[src/rtl/div_iter.sv]
// rtl/div_iter.sv - iterative restoring divider with start/busy/done handshake
// Produces quotient and remainder in WIDTH+1 busy cycles; SIGNED selects div vs divu.
module div_iter #(
    parameter int WIDTH  = 32,
    parameter bit SIGNED = 1'b0
) (
    input  logic             clk,
    input  logic             reset,
    input  logic             start,
    input  logic [WIDTH-1:0] dividend,
    input  logic [WIDTH-1:0] divisor,
    output logic [WIDTH-1:0] q,
    output logic [WIDTH-1:0] r,
    output logic             busy,
    output logic             done
);

    typedef enum logic [1:0] {IDLE, RUN, FIX} state_t;

    localparam int CW = $clog2(WIDTH + 1);
    localparam logic [WIDTH-1:0] ONE = WIDTH'(1);

    state_t           state_q, state_d;
    logic [CW-1:0]    count_q, count_d;
    logic [WIDTH-1:0] rem_q, rem_d;
    logic [WIDTH-1:0] quo_q, quo_d;
    logic [WIDTH-1:0] dvs_q, dvs_d;
    logic [WIDTH-1:0] dvd_q, dvd_d;
    logic             qneg_q, qneg_d;
    logic             rneg_q, rneg_d;
    logic             zero_q, zero_d;
    logic [WIDTH-1:0] q_q, q_d;
    logic [WIDTH-1:0] r_q, r_d;
    logic             busy_q, busy_d;
    logic             done_q, done_d;

    logic             dvd_neg, dvs_neg;
    logic [WIDTH-1:0] dvd_mag, dvs_mag;
    logic [WIDTH:0]   shifted, trial;

    always_comb begin
        dvd_neg = SIGNED && dividend[WIDTH-1];
        dvs_neg = SIGNED && divisor[WIDTH-1];
        dvd_mag = dvd_neg ? (~dividend + ONE) : dividend;
        dvs_mag = dvs_neg ? (~divisor + ONE) : divisor;
        // Partial remainder always stays below the divisor, so WIDTH+1 bits hold the shift.
        shifted = {rem_q, quo_q[WIDTH-1]};
        trial   = shifted - {1'b0, dvs_q};

        state_d = state_q;
        count_d = count_q;
        rem_d   = rem_q;
        quo_d   = quo_q;
        dvs_d   = dvs_q;
        dvd_d   = dvd_q;
        qneg_d  = qneg_q;
        rneg_d  = rneg_q;
        zero_d  = zero_q;
        q_d     = q_q;
        r_d     = r_q;
        busy_d  = busy_q;
        done_d  = 1'b0;

        case (state_q)
            IDLE: begin
                if (start) begin
                    rem_d   = '0;
                    quo_d   = dvd_mag;
                    dvs_d   = dvs_mag;
                    dvd_d   = dividend;
                    qneg_d  = dvd_neg ^ dvs_neg;
                    rneg_d  = dvd_neg;
                    zero_d  = (divisor == '0);
                    count_d = CW'(WIDTH);
                    busy_d  = 1'b1;
                    state_d = RUN;
                end
            end
            RUN: begin
                quo_d   = {quo_q[WIDTH-2:0], ~trial[WIDTH]};
                rem_d   = trial[WIDTH] ? shifted[WIDTH-1:0] : trial[WIDTH-1:0];
                count_d = count_q - CW'(1);
                if (count_q == CW'(1)) begin
                    state_d = FIX;
                end
            end
            FIX: begin
                if (zero_q) begin
                    q_d = '1;
                    r_d = dvd_q;
                end else begin
                    q_d = qneg_q ? (~quo_q + ONE) : quo_q;
                    r_d = rneg_q ? (~rem_q + ONE) : rem_q;
                end
                busy_d  = 1'b0;
                done_d  = 1'b1;
                state_d = IDLE;
            end
            default: begin
                state_d = IDLE;
            end
        endcase
    end

    always_ff @(posedge clk) begin
        if (reset) begin
            state_q <= IDLE;
            count_q <= '0;
            rem_q   <= '0;
            quo_q   <= '0;
            dvs_q   <= '0;
            dvd_q   <= '0;
            qneg_q  <= 1'b0;
            rneg_q  <= 1'b0;
            zero_q  <= 1'b0;
            q_q     <= '0;
            r_q     <= '0;
            busy_q  <= 1'b0;
            done_q  <= 1'b0;
        end else begin
            state_q <= state_d;
            count_q <= count_d;
            rem_q   <= rem_d;
            quo_q   <= quo_d;
            dvs_q   <= dvs_d;
            dvd_q   <= dvd_d;
            qneg_q  <= qneg_d;
            rneg_q  <= rneg_d;
            zero_q  <= zero_d;
            q_q     <= q_d;
            r_q     <= r_d;
            busy_q  <= busy_d;
            done_q  <= done_d;
        end
    end

    assign q    = q_q;
    assign r    = r_q;
    assign busy = busy_q;
    assign done = done_q;

endmodule
[config.mk]
export PLATFORM = sky130hd
export DESIGN_NAME = div_iter
export DESIGN_NICKNAME = d
export VERILOG_FILES = /design/src/rtl/div_iter.sv
export SDC_FILE = /design/constraint.sdc
export NUM_CORES = 1
export LEC_CHECK = 0
export BUFFER_PORTS_ARGS = -buffer_cell sky130_fd_sc_hd__clkbuf_2
export CAP_MARGIN = 0
export CORE_ASPECT_RATIO = 0.6
export CORE_MARGIN = 5
export CORE_UTILIZATION = 52
export DETAILED_ROUTE_END_ITERATION = 10
export PLACE_DENSITY_LB_ADDON = 0.1
export SLEW_MARGIN = 40
export SYNTH_ARGS = -nofsm -noshare
export SYNTH_HDL_FRONTEND = slang
export SYNTH_SLANG_ARGS = --single-unit
[constraint.sdc]
create_clock -name clk -period 3.2 [get_ports clk]
set_input_delay 0.64 -clock clk [delete_from_list [all_inputs] [get_ports clk]]
set_output_delay 0.64 -clock clk [all_outputs]
set_load 0.005 [all_outputs]
==> Word level (Yosys, flattened, before mapping) <==
Cells that the tools add are included.
W data, S select, Z words.
{ "totals": {"ff_bits": 203, "inputBits": 67, "out_inout_bits": 66} }
{ "classes": {"n_addsub": 2, "n_eq_ne": 5, "mux": 15, "bitwise": 1, "reduce_logical": 8} }
{ "op_table": {"columns": ["cell", "n"], "rows": [
  ["$mux W32", 5],
  ["$pmux W32 S2", 2],
  ["$sub A33 B32 Y33", 1],
  ["$logic_not A32 Y1", 1],
  ["$pmux W6 S2", 1],
  ["$reduce_and A2 Y1", 4],
  ["$eq A6 B1 Y1 const B", 1],
  ["$mux W6", 1],
  ["$sub A6 B1 Y6 const B", 1],
  ["$mux W2", 2],
  ["$ne A2 B2 Y1 const B", 2],
  ["$pmux W2 S2", 1],
  ["$reduce_bool A2 Y1", 2],
  ["$eq A2 B1 Y1 const B", 1],
  ["$eq A2 B2 Y1 const B", 1],
  ["$logic_not A2 Y1", 1],
  ["$mux W1", 2],
  ["$pmux W1 S2", 1],
  ["$not A1 Y1", 1]
]} }

==> Depth between registers and ports, before layout <==
Gate-level depths: netlist (run 1).
{ "depth": {"depth_word": 3, "depth_mapped": 14, "depth_no_buf": 13} }

==> Worst setup path after synthesis (run 1) <==
No wires, ideal clock.
{ "synth_timing": {"kind": "reg2reg", "startpoint": "register quo_q[31]", "endpoint": "register rem_q[5]", "setup_ns": 0.128, "t_arrival_ns": 3.021, "t_required_ns": 3.072, "path_slack_ns": 0.051, "path_stages_with_launch": 15, "n_path_buf": 1, "period_less_slack_ns": 3.149, "cell_sequence": "dfxtp_1 inv_1 ha_1 inv_1 fa_1 a211oi_2 o21ai_2 o211a_1 nor3b_1 o21ai_1 a221o_2 xor2_4 buf_6 mux2i_1 o21ai_1"} }
{ "synth_between": {"elab_chain_len": 3} }
{ "synth_lines": {"columns": ["element", "line", "rtl"], "rows": [
  ["from (decl)", "26", "logic [WIDTH-1:0] quo_q, quo_d;"],
  ["from (signal assigned)", "124", "quo_q <= quo_d;"],
  ["$sub A33 B32 Y33", "48", "trial = shifted - {1'b0, dvs_q};"],
  ["$mux W32", "81", "rem_d = trial[WIDTH] ? shifted[WIDTH-1:0] : trial[WIDTH-1:0];"],
  ["$pmux W32 S2", "64", "case (state_q)"],
  ["to (signal assigned)", "123", "rem_q <= rem_d;"],
  ["to (decl)", "25", "logic [WIDTH-1:0] rem_q, rem_d;"]
]} }
No other way between the ends.
A chain may end at the register's enable or synchronous reset.

==> Worst setup path in the final report (run 1) <==
{ "layout_timing": {"startpoint": "register quo_q[31]", "endpoint": "register rem_q[6]"} }
Same word-level chain as after synthesis.

==> flow_metrics.tcl, run 1 <==
set metrics [dict create \
    holdPathEnd "dvs_q[8]$_SDFFE_PP0P_" \
    nets 1424 \
    dpl_worst_slack_ps -107 \
    hold_path_startpoint "divisor[8]" \
    cts.htree.levels 1 \
    r2r_cells 15 \
    crit_type "flop to flop" \
    powerDensity_nw_per_um2 1050 \
    cts_buffer_depth 3 \
    leakagePower_nw 4.44 \
    hold_path_class "input port to flop" \
    p_seq_share_pct 25.4 \
    clk_latency_ps 500 \
    layout_common_cells "nand2_1 (311), dfxtp_1 (200), clkbuf_2 (131), a21oi_1 (103), o21ai_0 (89)" \
    yosys_most_used_dff "dfxtp_1" \
    overflow 0 \
    yosysTopAreaCell "dfxtp_1" \
    die_h_um 115 \
    wl_per_cell_um 17.3 \
    hold_viol 0 \
    ys_seq_elements 203 \
    yosysSeqAreaShare_pct 42.6 \
    yosys_warnings 0 \
    io_buffers 132 \
    drv_cap 0 \
    grt_pass1_vias 8060 \
    core_um2 18000 \
    async_flop_share_pct 0 \
    finalCriticalPeriod_ps 3200 \
    p_clk_share_pct 20.0 \
    switchingPower_w 0.00464 \
    grt_first_pass_wirelength_um 42900 \
    rsz0062_at_grt "yes" \
    gp_congestion 0.967 \
    antenna_found_initial 0 \
    r2r_slack_ps 4 \
    cp.arrival_ps 3620 \
    syn-mean-instance-area_um2 7.89 \
    synthTopCellsByArea "dfxtp_1 (43%), nand2_1 (12%), mux2i_1 (6.4%), a21oi_1 (5.5%), o21ai_0 (4.7%)" \
    cp_max_fo 7 \
    clock_skew_ps 12.6 \
    ios 133 \
    num_vias 8804 \
    finalWirelength_um 27200 \
    cts_root_buf "clkbuf_16" \
    whs_path_depth 3 \
    fin_ws_ps 4.35 \
    synthesis.nets 1311 \
    initial_core_util_pct 52.9 \
    synth-edff-count 0 \
    end_kind "flop" \
    r2r_end "rem_q[6]$_SDFFE_PP0P_" \
    drive_gt1_share_pct 17.2 \
    hold_buffers 0 \
    hpwl_um 19500 \
    tightest_slew_ps 793 \
    ir_drop_mv 0.737 \
    p_sw_share_pct 39.3 \
    drt_iter0_markers 657 \
    required_ps 3620 \
    drt_pass1_iterations 5 \
    slew_headroom_pct 47.1 \
    cts.clk_slew.worst_paths_ps 70 \
    startpoint_type "flop" \
    layout_commonest_cell "nand2_1" \
    dieArea_um2 21200 \
    synth_cell_type_count 58 \
    regToRegStartpoint "quo_q[31]$_SDFFE_PP0P_" \
    syn_inst 1209 \
    p_int_w 0.00716 \
    synth_area_um2 9540 \
    cts_sinks 203 \
    cts_tree "built" \
    nFillCells 1685 \
    post-route-cell-area_um2 11300 \
    outcome "finished clean" \
    detail-route-antenna-nets 0 \
    fmax_mhz 313 \
    grt_max_degree 58 \
    chipWidth_um 185 \
    synth_top_area_share_pct 42.6 \
    drv_slew 0 \
    cts-buffers-inserted 21 \
    place_area_um2 10500 \
    n_antenna_cell 0 \
    grtUsageTotal_pct 24.9 \
    combPwrFrac_pct 54.6 \
    fp-row-count 38 \
    synthToLayoutAreaGrowth_pct 18.1 \
    finalCritPeriodShare_pct 99.9 \
    setup_viol 0 \
    avgViaCountPerCell 5.59 \
    post-route-drc-count 0 \
]
==> synthesized netlist by cell type (4+ instances only) <==
library cell	count
nand2_1	311
dfxtp_1	203
a21oi_1	104
o21ai_0	90
nor2_1	66
mux2i_1	61
clkbuf_1	57
inv_1	44
a31oi_1	38
ha_1	34
o21ai_1	25
xnor2_1	15
nand3_1	11
nor4_1	11
a21o_1	10
buf_1	10
nor2b_1	8
nor3_1	8
o211ai_1	8
xor2_1	8
nand4_1	7
buf_2	6
o21a_1	6
and3_1	5
buf_6	5
a21boi_0	4
a311oi_1	4
nand2b_1	4
o21bai_1	4
or2_2	4
==> per-stage QoR <==
step / cells / util (%) / hold slack, ps / power (W) / TNS [ps]
CTS: 1572 / 62.3 / 367 / 0.0116 / 0
detailed placement: 1531 / 58.0 / 445 / 0.00842 / -1330
floorplan: 1209 / - / 436 / 0.00711 / 0
global route: 1574 / 62.5 / 383 / 0.0125 / -1740
global placement: 1531 / 58.0 / 435 / 0.00835 / -45.9
finish: 1574 / 62.5 / 372 / 0.0118 / 0
==> logic make-up (layout without fill, tap and decap cells) <==
logic type,after synthesis,in the layout,share of synthesized area [%]
compound gates,316,316,19.1
xor+xnor,24,24,2.40
flops,203,203,42.6
fa+ha+maj,35,35,4.67
simple gates,445,445,19.1
buf+inv,122,247,5.27
mux,64,64,6.80
==> worst max-delay path: stages (launching register included) <==
cell	delay, ps
dfxtp_2	320
inv_2	70
ha_4	130
inv_2	40
fa_2	400
a211oi_2	240
o21ai_2	80
o211a_1	250
nor3b_2	250
o21ai_2	100
a221o_2	390
xor2_4	170
buf_12	150
buf_12	140
mux2_4	300
o21ai_2	100
==> how the worst max path moves through the flow <==
stage                                 startpoint                endpoint  slack (ps)  depth (start not counted)
after floorplan           quo_q[31]$_SDFFE_PP0P_   rem_q[5]$_SDFFE_PP0P_          50                         14
after global placement    quo_q[31]$_SDFFE_PP0P_   rem_q[6]$_SDFFE_PP0P_         -20                         14
after detailed placement  quo_q[31]$_SDFFE_PP0P_  rem_q[12]$_SDFFE_PP0P_        -110                         14
after CTS                 quo_q[31]$_SDFFE_PP0P_  rem_q[30]$_SDFFE_PP0P_           4                         16
after global routing      quo_q[31]$_SDFFE_PP0P_   rem_q[6]$_SDFFE_PP0P_        -100                         15
final                     quo_q[31]$_SDFFE_PP0P_   rem_q[6]$_SDFFE_PP0P_           4                         15
==> power by group through the flow <==
stage,Combinational [W],Sequential [W],Clock [W]
after floorplan,0.00415,0.00296,0
after global placement,0.00531,0.00304,0
after detailed placement,0.00537,0.00304,0
after global routing,0.00691,0.00303,0.00251
final,0.00645,0.00300,0.00236
after CTS,0.00620,0.00299,0.00239
==> state kept, by name, summed over array words and instances, names as in the netlist <==
register,count
r,32
quo_q,32
zero_q,1
dvd_q,32
dvs_q,32
busy,1
rem_q,32
count_q,6
q,32
done,1
state_q,2
==> what timing repair did <==
action,in CTS,in global routing
setup endpoints to repair,32,33
cloned,2,1
hold endpoints to repair,0,0
pin swaps,5,8
gates resized for setup,3,12
buffers inserted,4,2
==> per-layer routing <==
metal | track usage, % | share of wire [%] | up-vias
met3 | 5.31 | 7.1 | 40
met4 | 5.13 | 2.1 | 0
met5 | 0 | 0 | -
met2 | 35.5 | 40 | 244
met1 | 38.7 | 50 | 4165
li1 | - | - | 4355
==> final cells by class <==
cell class | count | area [um^2] | area share [%]
inverter | 44 | 165 | 1.47
clock buffer | 29 | 586 | 5.20
multi-input combinational | 884 | 5040 | 44.7
tap | 240 | 300 | 2.67
sequential | 203 | 4070 | 36.1
timing repair buffer | 168 | 1050 | 9.28
clock inverter | 6 | 65.1 | 0.577
Note: power is estimated with default switching activity, not from simulation.
==> run 2: changes to the inputs <==
Settings changed: BUFFER_PORTS_ARGS -buffer_cell sky130_fd_sc_hd__clkbuf_2 to unset, CORE_UTILIZATION 52 to 57, DONT_BUFFER_PORTS set to 1.
==> flow_metrics.tcl, run 2 (synthesis results as in run 1) <==
set metrics [dict create \
    layout_common_cells "nand2_1 (311), dfxtp_1 (200), a21oi_1 (102), o21ai_0 (88), nor2_1 (64)" \
    drv_cap 0 \
    fp-row-count 36 \
    finalCriticalPeriod_ps 3080 \
    antenna_found_initial 0 \
    dp_cells 1384 \
    crit_end "rem_q[30]$_SDFFE_PP0P_" \
    r2r_end "rem_q[30]$_SDFFE_PP0P_" \
    num_vias 8272 \
    detail-route-antenna-nets 0 \
    setup.worst_path.start "quo_q[31]$_SDFFE_PP0P_" \
    initial_core_util_pct 58.5 \
    cp_slowest_cell "a221o_2" \
    synthToLayoutAreaGrowth_pct 9.73 \
    core_um2 16300 \
    stdcell_count 1421 \
    drive_gt1_share_pct 7.80 \
    r2r_slack_ps 120 \
    chipWidth_um 177 \
    clock_skew_ps 16.4 \
    required_ps 3530 \
    r2r_cells 15 \
    drv_slew 0 \
    post-route-drc-count 0 \
    tightest_slew_ps 760 \
    nFillCells 1487 \
    die_h_um 110 \
    avgViaCountPerCell 5.82 \
    end_kind "flop" \
    cp.depth 15 \
    setup_viol 0 \
    io_buffers 0 \
    layout_commonest_cell "nand2_1" \
    cts_buffer_depth 3 \
    powerDensity_nw_per_um2 1050 \
    cts.htree.levels 1 \
    hold_buffers 0 \
    clk_latency_ps 490 \
    hold_path_class "input port to flop" \
    slowest_delay_ps 390 \
    cts.clk_slew.worst_paths_ps 60 \
    post-route-cell-area_um2 10500 \
    startpoint_type "flop" \
    place_area_um2 9760 \
    finalWirelength_um 25700 \
    grt_pass1_vias 7724 \
    drt_pass1_iterations 5 \
    cts-buffers-inserted 19 \
    cp.arrival_ps 3410 \
    slew_headroom_pct 48.9 \
    cts_tree "built" \
    overflow 0 \
    cts_sinks 203 \
    leakagePower_nw 3.81 \
    multi_input_area_um2 5050 \
    nets 1284 \
    cts_root_buf "clkbuf_16" \
    seqCellArea_um2 4070 \
    worst_path_most_repeated_cell "o21ai_2" \
    crit_type "flop to flop" \
    cp_cell_sequence "inv_2, ha_4, inv_2, fa_2, a211oi_2, o21ai_2, o211a_1, nor3b_2, o21ai_2, a221o_2, xor2_4, buf_6, bufbuf_16, o21ai_2, o221ai_1" \
    grt_max_degree 110 \
    hold_ws_ps 241 \
    rsz0062_at_grt "yes" \
    outcome "finished clean" \
    dieArea_um2 19500 \
    ir_drop_mv 0.909 \
    fmax_mhz 324 \
    hold_viol 0 \
    drt_iter0_markers 648 \
    hpwl_um 18200 \
    cp.buffers_inverters 4 \
    regToRegStartpoint "quo_q[31]$_SDFFE_PP0P_" \
    ios 133 \
    n_antenna_cell 0 \
    finalCritPeriodShare_pct 96.4 \
    gp_congestion 0.990 \
    grt_first_pass_wirelength_um 40900 \
    grtUsageTotal_pct 25.9 \
    cp_max_fo 6 \
    critPathTopFamily "compound AO/OA/AOI/OAI gates" \
    wl_per_cell_um 18.1 \
]
run 2: per-stage QoR:
step	utilization, %	TNS, ps	total power [W]	setup slack, ps
2_1_floorplan	-	0	0.00711	50.8
3_3_place_gp	59.8	-31.8	0.00818	-8.15
3_5_place_dp	59.8	-1460	0.00823	-108
4_1_cts	63.9	0	0.0109	1.61
5_1_grt	64.2	-250	0.0116	-37.5
6_report	64.2	0	0.0110	115
run 2: power by group:
group          internal (W)  switching (W)  total [W]
clock network       0.00123       0.000939    0.00217
logic               0.00273        0.00308    0.00580
registers           0.00276       0.000243    0.00300
run 2: area by class of cell:
class | count | area share [%]
Inverter | 44 | 1.58
Tap cell | 228 | 2.73
Clock buffer | 29 | 5.48
Timing Repair Buffer | 30 | 2.89
Clock inverter | 3 | 0.179
Multi-Input combinational cell | 884 | 48.3
Sequential cell | 203 | 38.9
run 2: worst min-delay path by stage:
stage,startpoint,to,depth (start not counted)
floorplan,dvd_q[0]$_SDFFE_PP0P_,dvd_q[0]$_SDFFE_PP0P_,2
global placement,dvd_q[1]$_SDFFE_PP0P_,dvd_q[1]$_SDFFE_PP0P_,2
detailed placement,dvs_q[26]$_SDFFE_PP0P_,dvs_q[26]$_SDFFE_PP0P_,2
CTS,reset,quo_q[17]$_SDFFE_PP0P_,1
global route,reset,quo_q[17]$_SDFFE_PP0P_,1
finish,reset,quo_q[22]$_SDFFE_PP0P_,1
run 2: metal layers:
metal	part of all wire, %	track usage, %	wire (um)
met1	49	38.7	12700
met2	41	38.8	10500
met3	7.9	5.90	2030
met4	1.6	4.80	412
met5	0	0	0
run 2: what timing repair did:
action                     CTS  global route
buffers inserted             3             3
gates resized for setup      7            17
pin swaps                    3             8
setup endpoints to repair   32            32
gates cloned                 1             0
run 2: worst reg2reg max path, stage by stage (launching register included):
cell	delay, ps
dfxtp_2	320
inv_2	60
ha_4	120
inv_2	40
fa_2	370
a211oi_2	240
o21ai_2	80
o211a_1	240
nor3b_2	230
o21ai_2	90
a221o_2	390
xor2_4	170
buf_6	150
bufbuf_16	270
o21ai_2	50
o221ai_1	110
